File: src/rtl/branch_pkg.sv
// Shared definitions for the branch sequencer: condition codes, FSM states
// and default sizing.
package branch_pkg;

  localparam logic [2:0] BEQ  = 3'b000;
  localparam logic [2:0] BNE  = 3'b001;
  localparam logic [2:0] BLT  = 3'b100;
  localparam logic [2:0] BGE  = 3'b101;
  localparam logic [2:0] BLTU = 3'b110;
  localparam logic [2:0] BGEU = 3'b111;

  localparam int unsigned DEFAULT_XLEN         = 64;
  localparam int unsigned DEFAULT_FLUSH_CYCLES = 2;
  localparam int unsigned DEFAULT_CNT_W        = 32;

  typedef enum logic [1:0] {
    ST_IDLE,
    ST_RESOLVE,
    ST_REDIRECT,
    ST_FLUSH
  } br_state_e;

endpackage

File: src/rtl/branch_cond_eval.sv
// Combinational branch condition evaluator; funct3 010/011 flag illegal and
// never report taken.
module branch_cond_eval
  import branch_pkg::*;
#(
  parameter int unsigned XLEN = DEFAULT_XLEN
) (
  input  logic [2:0]      funct3,
  input  logic [XLEN-1:0] op_a,
  input  logic [XLEN-1:0] op_b,
  output logic            taken,
  output logic            illegal
);

  always_comb begin
    taken   = 1'b0;
    illegal = 1'b0;
    case (funct3)
      BEQ:     taken = (op_a == op_b);
      BNE:     taken = (op_a != op_b);
      BLT:     taken = ($signed(op_a) <  $signed(op_b));
      BGE:     taken = ($signed(op_a) >= $signed(op_b));
      BLTU:    taken = (op_a <  op_b);
      BGEU:    taken = (op_a >= op_b);
      default: illegal = 1'b1;
    endcase
  end

endmodule

File: src/rtl/branch_sequencer.sv
// Resolves one conditional branch at a time, redirects fetch on taken
// branches, then holds a fixed-length flush. Keeps saturating perf counters.
module branch_sequencer
  import branch_pkg::*;
#(
  parameter int unsigned XLEN         = DEFAULT_XLEN,
  parameter int unsigned FLUSH_CYCLES = DEFAULT_FLUSH_CYCLES,
  parameter int unsigned CNT_W        = DEFAULT_CNT_W
) (
  input  logic             clk,
  input  logic             reset,
  input  logic             br_valid,
  output logic             br_ready,
  input  logic [2:0]       br_funct3,
  input  logic [XLEN-1:0]  br_op_a,
  input  logic [XLEN-1:0]  br_op_b,
  input  logic [XLEN-1:0]  br_pc,
  input  logic [XLEN-1:0]  br_imm,
  output logic             redirect_valid,
  input  logic             redirect_ready,
  output logic [XLEN-1:0]  redirect_pc,
  output logic             flush,
  output logic             stall,
  output logic             misalign_err,
  output logic             illegal_funct3,
  output logic [CNT_W-1:0] br_count,
  output logic [CNT_W-1:0] taken_count
);

  if (FLUSH_CYCLES < 1) begin : g_bad_flush_cycles
    $error("branch_sequencer: FLUSH_CYCLES must be at least 1");
  end

  // Counter only needs to reach FLUSH_CYCLES-1.
  localparam int unsigned FCNT_W = (FLUSH_CYCLES > 1) ? $clog2(FLUSH_CYCLES) : 1;
  localparam logic [FCNT_W-1:0] FLUSH_LOAD = FCNT_W'(FLUSH_CYCLES - 1);

  br_state_e         state_q, state_d;
  logic [2:0]        funct3_q, funct3_d;
  logic [XLEN-1:0]   op_a_q, op_a_d;
  logic [XLEN-1:0]   op_b_q, op_b_d;
  logic [XLEN-1:0]   pc_q, pc_d;
  logic [XLEN-1:0]   imm_q, imm_d;
  logic              redirect_valid_q, redirect_valid_d;
  logic [XLEN-1:0]   redirect_pc_q, redirect_pc_d;
  logic              flush_q, flush_d;
  logic [FCNT_W-1:0] flush_cnt_q, flush_cnt_d;
  logic              misalign_err_q, misalign_err_d;
  logic              illegal_q, illegal_d;
  logic [CNT_W-1:0]  br_count_q, br_count_d;
  logic [CNT_W-1:0]  taken_count_q, taken_count_d;

  logic              cond_taken;
  logic              cond_illegal;
  logic [XLEN-1:0]   target;

  branch_cond_eval #(.XLEN(XLEN)) u_cond_eval (
    .funct3  (funct3_q),
    .op_a    (op_a_q),
    .op_b    (op_b_q),
    .taken   (cond_taken),
    .illegal (cond_illegal)
  );

  assign target = pc_q + imm_q;

  always_comb begin
    state_d          = state_q;
    funct3_d         = funct3_q;
    op_a_d           = op_a_q;
    op_b_d           = op_b_q;
    pc_d             = pc_q;
    imm_d            = imm_q;
    redirect_valid_d = redirect_valid_q;
    redirect_pc_d    = redirect_pc_q;
    flush_d          = flush_q;
    flush_cnt_d      = flush_cnt_q;
    misalign_err_d   = 1'b0;
    illegal_d        = 1'b0;
    br_count_d       = br_count_q;
    taken_count_d    = taken_count_q;

    case (state_q)
      ST_IDLE: begin
        if (br_valid) begin
          funct3_d = br_funct3;
          op_a_d   = br_op_a;
          op_b_d   = br_op_b;
          pc_d     = br_pc;
          imm_d    = br_imm;
          state_d  = ST_RESOLVE;
        end
      end
      ST_RESOLVE: begin
        if (br_count_q != '1) br_count_d = br_count_q + CNT_W'(1);
        state_d = ST_IDLE;
        if (cond_illegal) begin
          illegal_d = 1'b1;
        end else if (cond_taken) begin
          if (target[1:0] != 2'b00) begin
            misalign_err_d = 1'b1;
          end else begin
            redirect_pc_d    = target;
            redirect_valid_d = 1'b1;
            state_d          = ST_REDIRECT;
          end
        end
      end
      ST_REDIRECT: begin
        if (redirect_ready) begin
          redirect_valid_d = 1'b0;
          if (taken_count_q != '1) taken_count_d = taken_count_q + CNT_W'(1);
          flush_d     = 1'b1;
          flush_cnt_d = FLUSH_LOAD;
          state_d     = ST_FLUSH;
        end
      end
      ST_FLUSH: begin
        if (flush_cnt_q == '0) begin
          flush_d = 1'b0;
          state_d = ST_IDLE;
        end else begin
          flush_cnt_d = flush_cnt_q - FCNT_W'(1);
        end
      end
      default: state_d = ST_IDLE;
    endcase
  end

  always_ff @(posedge clk or posedge reset) begin
    if (reset) begin
      state_q          <= ST_IDLE;
      funct3_q         <= '0;
      op_a_q           <= '0;
      op_b_q           <= '0;
      pc_q             <= '0;
      imm_q            <= '0;
      redirect_valid_q <= 1'b0;
      redirect_pc_q    <= '0;
      flush_q          <= 1'b0;
      flush_cnt_q      <= '0;
      misalign_err_q   <= 1'b0;
      illegal_q        <= 1'b0;
      br_count_q       <= '0;
      taken_count_q    <= '0;
    end else begin
      state_q          <= state_d;
      funct3_q         <= funct3_d;
      op_a_q           <= op_a_d;
      op_b_q           <= op_b_d;
      pc_q             <= pc_d;
      imm_q            <= imm_d;
      redirect_valid_q <= redirect_valid_d;
      redirect_pc_q    <= redirect_pc_d;
      flush_q          <= flush_d;
      flush_cnt_q      <= flush_cnt_d;
      misalign_err_q   <= misalign_err_d;
      illegal_q        <= illegal_d;
      br_count_q       <= br_count_d;
      taken_count_q    <= taken_count_d;
    end
  end

  // Issue handshake is decoded straight from state.
  assign stall          = (state_q != ST_IDLE);
  assign br_ready       = ~stall;
  assign redirect_valid = redirect_valid_q;
  assign redirect_pc    = redirect_pc_q;
  assign flush          = flush_q;
  assign misalign_err   = misalign_err_q;
  assign illegal_funct3 = illegal_q;
  assign br_count       = br_count_q;
  assign taken_count    = taken_count_q;

endmodule
File: config.mk
export PLATFORM = sky130hd
export DESIGN_NAME = branch_sequencer
export DESIGN_NICKNAME = d
export VERILOG_FILES = /design/src/rtl/branch_pkg.sv /design/src/rtl/branch_cond_eval.sv /design/src/rtl/branch_sequencer.sv
export SDC_FILE = /design/constraint.sdc
export NUM_CORES = 1
export LEC_CHECK = 0
export ABC_AREA = 1
export CORE_UTILIZATION = 40
export CTS_CLUSTER_DIAMETER = 150
export DETAILED_ROUTE_END_ITERATION = 16
export SLEW_MARGIN = 20
export SYNTH_ARGS = -nofsm -noshare
export SYNTH_HDL_FRONTEND = slang
export SYNTH_HIERARCHICAL = 1
export SYNTH_SLANG_ARGS = --single-unit
File: constraint.sdc
create_clock -name clk -period 32.7 [get_ports clk]
set_input_delay 6.54 -clock clk [delete_from_list [all_inputs] [get_ports clk]]
set_output_delay 6.54 -clock clk [all_outputs]
set_load 0.005 [all_outputs]
==> flow_summary.toml, run 1 <==
[timing]
finalCriticalPeriod_ns = 8.970
final_hold_viol_count = 0
slew_headroom_pct = 28.19
final.setup.worst_slack_ns = 23.73
finClkSkew_ns = 0.02337
timing.fmax_mhz = 111.5
tightest_slew_ns = 1.077
fin_crit_sh_pct = 27.43
setup_viol = 0
setup_tns_ns = 0
rsz0062_at_grt = "no"
slew_violations = 0

[yosys]
netlist_instances = 2870
synth_largest_area_cell = "dfrtp_1"
synth-seq-cells = 394
synth_common_cells = "nand2_1, inv_1, dfrtp_1"
synth.most_common_cell = "nand2_1"
synth_area_per_cell_um2 = 8.171
yosys.area.top_type_share_pct = 42.04
synthArstFlopShare_pct = 100.0
syn_area_um2 = 23450
yosysSeqAreaShare_pct = 42.04
synthTopCellsByArea = "dfrtp_1, nand2_1, mux2_2, inv_1, ha_1"
synth_warnings = 6
synth_cell_types = 41
synth_flop_cell = "dfrtp_1"
synth_edf_count = 0
syn-num-nets = 3263

[die]
dieWidth_um = 244.1
fp-row-count = 88
core_area_um2 = 57810
dieHeight_um = 244.1
start_util_pct = 40.57
die_area_um2 = 59600
io_pins = 397

[placed_design]
pre_cts_slack_ns = 22.98
place_inst = 3994
place_congestion = 0.9475
portBuffers = 396
hpwlAfterDp_um = 55690

[worst_setup_path]
crit_required_ns = 33.28
critPathLaunch = "reset"
reg2reg_slack_ns = 29.23
critical_path.max_fanout = 117
arrival_ns = 9.55
critPathCaptureType = "asynchronous set/reset pin"
crit_path_start_kind = "input port"
rr_endpoint = "redirect_pc[49]"
ff2ff_path_depth = 19
criticalPathCategory = "input port to asynchronous set/reset pin"
reg2reg_from = "op_b_q[15]"

[clocking]
clock-sinks = 394
cts_resized = 0
clkLatencyLatePin_ns = 0.60
clk_pin_slew_worst_paths_ns = 0.06
cts_tree = "built"
cts.path.max_buffers = 3
cts_buffers = 47
cts-htree-levels = 2
cts-root-buf = "clkbuf_16"
cts_setup_buffers = 0
cts_hold_buf = 0

[layout]
final_cells = 4082
area_growth_pct = 27.14
fill_cells = 5618
final_nets = 3671
utilization_pct = 51.58
drive_gt1_share_pct = 11.86

[global_routing]
grt_max_degree = 118
grt_util_met1_pct = 29.80
first_global_vias = 19800
grtUsageTotal_pct = 23.32
use_met3_pct = 5.575
grt_overflow = 0
grtUsageMet2_pct = 39.42
antenna_found_initial = 13
grt_busiest_layer = "met2"
grt_first_pass_wirelength_um = 109000

[route]
wl_um = 69350
wl_per_cell_um = 16.99
drtIter0Drc = 970
remaining_drc_errors = 0
vias_per_cell = 4.827
dr.pass1.iters = 6
vias = 19700
ant_nets = 0

[outcome]
status = "completed"

[power]
p_int_mw = 1.732
power.share.combinational_pct = 56.0
switching_share_pct = 44.23
seqPwrFrac_pct = 26.7
pwr-share-clk_pct = 17.3
max-vdd-ir-drop_mv = 0.04962
leakagePower_nw = 14.96
p_sw_mw = 1.374
cellPowerDensity_nw_per_um2 = 104.2

[hold_path]
min_path_cells = 2
hp-class = "register to register"
min_from = "redirect_pc[55]"
min_to = "redirect_pc[55]"

[flow_run]
max_cap_violations = 0
layout by cell type (no fill, tap or decap), types with 45 or more instances in the layout:
cell	n
a21oi_1	68
clkbuf_16	47
clkdlybuf4s50_1	396
dfrtp_1	394
ha_1	129
inv_1	461
mux2_2	259
nand2_1	926
nand3_1	123
nor2_1	183
nor3_1	45
xnor2_1	50
area by class of cell:
cell class	instances	area, um2	share of cell area, %
well taps	765	957.2	3.210
clock buffers	67	1351	4.532
inverters	470	1775	5.955
repair buffers	407	4046	13.57
multi-input cells	1958	11580	38.84
diodes	3	7.507	0.02518
clock inverters	18	237.7	0.7973
flip-flops and latches	394	9859	33.07
power groups by stage:
stage | clock, mW | combinational [mW] | sequential [mW]
2_1_floorplan | 0 | 1.22 | 0.797
3_3_place_gp | 0 | 1.71 | 0.830
3_5_place_dp | 0 | 1.74 | 0.840
4_1_cts | 0.552 | 1.75 | 0.833
5_1_grt | 0.569 | 1.96 | 0.858
6_report | 0.536 | 1.74 | 0.831
per-stage QoR:
| stage | area (um2) | power, mW | hold slack, ns |
|---|---|---|---|
| 3_3_place_gp | 28220 | 2.545 | 0.4603 |
| 3_5_place_dp | 28220 | 2.576 | 0.4676 |
| 6_report | 29810 | 3.106 | 0.4791 |
| 4_1_cts | 29810 | 3.131 | 0.4837 |
| 2_1_floorplan | 23450 | 2.017 | 0.4572 |
| 5_1_grt | 29810 | 3.386 | 0.5122 |
critical path, stage by stage:
cell	delay (ns)
clkdlybuf4s50_1	0.49
inv_8	0.61
buf_4	0.85
buf_4	0.86
how the worst max path moves through the flow:
stage                                            end  slack, ns  cells after the start
after floorplan           asynchronous set/reset pin      15.21                      1
after global placement                     imm_q[19]      23.07                      4
after detailed placement                   imm_q[19]      22.98                      4
after CTS                            redirect_pc[49]      23.62                      4
after global routing                 redirect_pc[20]      23.27                      4
final                                redirect_pc[20]      23.73                      4
routing by layer:
layer | vias up | wire (um) | share of wire, %
li1 | 9839 | - | -
met4 | 22 | 1561 | 2.3
met2 | 494 | 32840 | 47
met1 | 9244 | 30230 | 44
met3 | 105 | 4575 | 6.6
met5 | - | 142 | 0.20
cell families after synthesis:
kind of cell,count (synthesis),synth area share (%)
AND/OR/NAND/NOR,1360,23.91
buffers and inverters,518,8.606
flip-flops,394,42.04
multiplexers,259,12.44
adder cells (fa/ha/maj),130,6.968
AO/OA/AOI/OAI,119,2.668
XOR/XNOR,90,3.361
sequential cells by signal (all words and copies together) (netlist names), 3 cells and up, named ones only:
name / cells
br_count: 32
funct3_q: 3
imm_q: 64
op_a_q: 64
op_b_q: 64
pc_q: 64
redirect_pc: 64
taken_count: 32
No activity file was read; power rests on OpenSTA's default activity.
==> inputs of run 2 (changes only) <==
--- a/config.mk
+++ b/config.mk
@@ -9,6 +9,7 @@
 export CORE_UTILIZATION = 40
 export CTS_CLUSTER_DIAMETER = 150
 export DETAILED_ROUTE_END_ITERATION = 16
+export PLACE_DENSITY = 0.65
 export SLEW_MARGIN = 20
 export SYNTH_ARGS = -nofsm -noshare
 export SYNTH_HDL_FRONTEND = slang
==> constraint.sdc (replaced) <==
create_clock -name clk -period 7.5 [get_ports clk]
set_input_delay 1.5 -clock clk [delete_from_list [all_inputs] [get_ports clk]]
set_output_delay 1.5 -clock clk [all_outputs]
set_load 0.005 [all_outputs]
==> flow_summary.toml, run 2 (synthesized netlist as in run 1, its figures left out) <==
[worst_setup_path]
criticalPathCategory = "register to register"
endpoint = "redirect_pc[53]"
max_stage_delay_ns = 0.73
ff2ff_path_depth = 18
path_buf_inv = 3
critPathLaunch = "op_a_q[15]"
arrival_ns = 4.14
critPathCaptureType = "register"
reg2reg_from = "op_a_q[15]"
critical_path.max_fanout = 94
reg2reg_slack_ns = 3.82
crit_required_ns = 7.96
cp_common_cell = "nand2_1"
path_cells = "ha_1 > nand2_1 > nor2_1 > nand4_1 > nor2_4 > nand2_1 > nand4_1 > nand2_1 > nand3_1 > nand2_1 > nor2_1 > nand3_1 > nand4_1 > buf_4 > clkinv_1 > buf_4 > nand3_1 > nand2_1"
crit_path_start_kind = "register"
rr_endpoint = "redirect_pc[53]"
worst-path-stages = 18
crit_slowest_cell = "buf_4"
cp_top_family = "simple AND/OR/NAND/NOR gates"

[power]
power_mw = 13.64
p_sw_mw = 5.968
seqPwrFrac_pct = 26.6
leakagePower_nw = 15.01
max-vdd-ir-drop_mv = 0.2453
p_int_mw = 7.674
switching_share_pct = 43.74
power.share.combinational_pct = 55.1
cellPowerDensity_nw_per_um2 = 455.7
pwr-share-clk_pct = 18.2

[clocking]
cts-root-buf = "clkbuf_16"
cts_buffers = 47
clock-sinks = 394
cts_tree = "built"
clk_pin_slew_worst_paths_ns = 0.06
cts-htree-levels = 2
cts.path.max_buffers = 3
clkLatencyLatePin_ns = 0.59
cts_hold_buf = 0
cts_resized = 0
cts_setup_buffers = 0

[flow_run]
max_cap_violations = 0

[placed_design]
portBuffers = 396
dpl-instance-area_um2 = 28230
place_inst = 3991
hpwlAfterDp_um = 52640
place_congestion = 0.9492

[timing]
final_hold_viol_count = 0
tightest_slew_ns = 1.011
finClkSkew_ns = 0.02067
setup_tns_ns = 0
timing.fmax_mhz = 271.7
setup_viol = 0
slew_violations = 0
finalCriticalPeriod_ns = 3.680
fin_crit_sh_pct = 49.07
slew_headroom_pct = 32.60
rsz0062_at_grt = "no"

[die]
io_pins = 397
fp-row-count = 88
die_area_um2 = 59600
dieWidth_um = 244.1
dieHeight_um = 244.1
core_area_um2 = 57810
start_util_pct = 40.57

[route]
ant_nets = 0
dr.pass1.iters = 7
remaining_drc_errors = 0
vias = 19510
vias_per_cell = 4.779
drtIter0Drc = 1061
wl_um = 67160
wl_per_cell_um = 16.45

[layout]
final_common_cell = "nand2_1"
drive_gt1_share_pct = 11.92
utilization_pct = 51.78
final_area_um2 = 29930
layout_common_cells = "nand2_1, inv_1, clkdlybuf4s50_1, dfrtp_1, mux2_2"
final_cells = 4083
area_growth_pct = 27.65
final_nets = 3668

[hold_path]
hp-class = "register to register"

[global_routing]
grt_max_degree = 163
antenna_found_initial = 16
grt_overflow = 0
grtUsageTotal_pct = 22.76
first_global_vias = 19330
grt_first_pass_wirelength_um = 106400

[outcome]
status = "completed"
==> run 2: power groups by stage <==
stage                     Sequential, mW  Combinational [mW]  Clock, mW
after floorplan                     3.48                5.32          0
after global placement              3.65                7.40          0
final                               3.64                7.52       2.48
after detailed placement            3.67                7.49          0
after CTS                           3.64                7.54       2.56
after global routing                3.75                8.48       2.64
==> run 2: worst min path at each step <==
stage / end / slack (ns) / cells past startpoint / start
2_1_floorplan: flush_cnt_q / 0.46 / 2 / flush_cnt_q
3_3_place_gp: flush / 0.46 / 2 / flush
3_5_place_dp: flush / 0.46 / 2 / flush
4_1_cts: flush / 0.47 / 2 / flush
5_1_grt: flush / 0.49 / 2 / flush
6_report: flush / 0.47 / 2 / flush
==> run 2: tightest hold or removal path, delay by kind of cell (launching register included) <==
kind / cells / cell delay (ns)
flops: 1 / 0.34
simple gates: 2 / 0.10
==> run 2: metal layers <==
layer,GRT usage [%],part of all wire [%]
met2,37.62,46
met3,5.191,6.9
met5,0,0.24
met4,5.827,2.2
met1,29.93,44
==> run 2: area by class of cell <==
type                            instances  area [um2]
Clock inverter                         24       364.1
Timing Repair Buffer                  404        4061
Antenna cell                            4       10.01
Fill cell                            5572       27870
Multi-Input combinational cell       1958       11580
Clock buffer                           64        1330
Sequential cell                       394        9859
Tap cell                              765       957.2
Inverter                              470        1772
==> run 2: stage by stage <==
stage | setup slack [ns] | hold slack [ns]
2_1_floorplan | 0.6982 | 0.4572
3_3_place_gp | 3.492 | 0.4555
3_5_place_dp | 3.468 | 0.4600
4_1_cts | 3.718 | 0.4744
5_1_grt | 3.308 | 0.4875
6_report | 3.820 | 0.4733
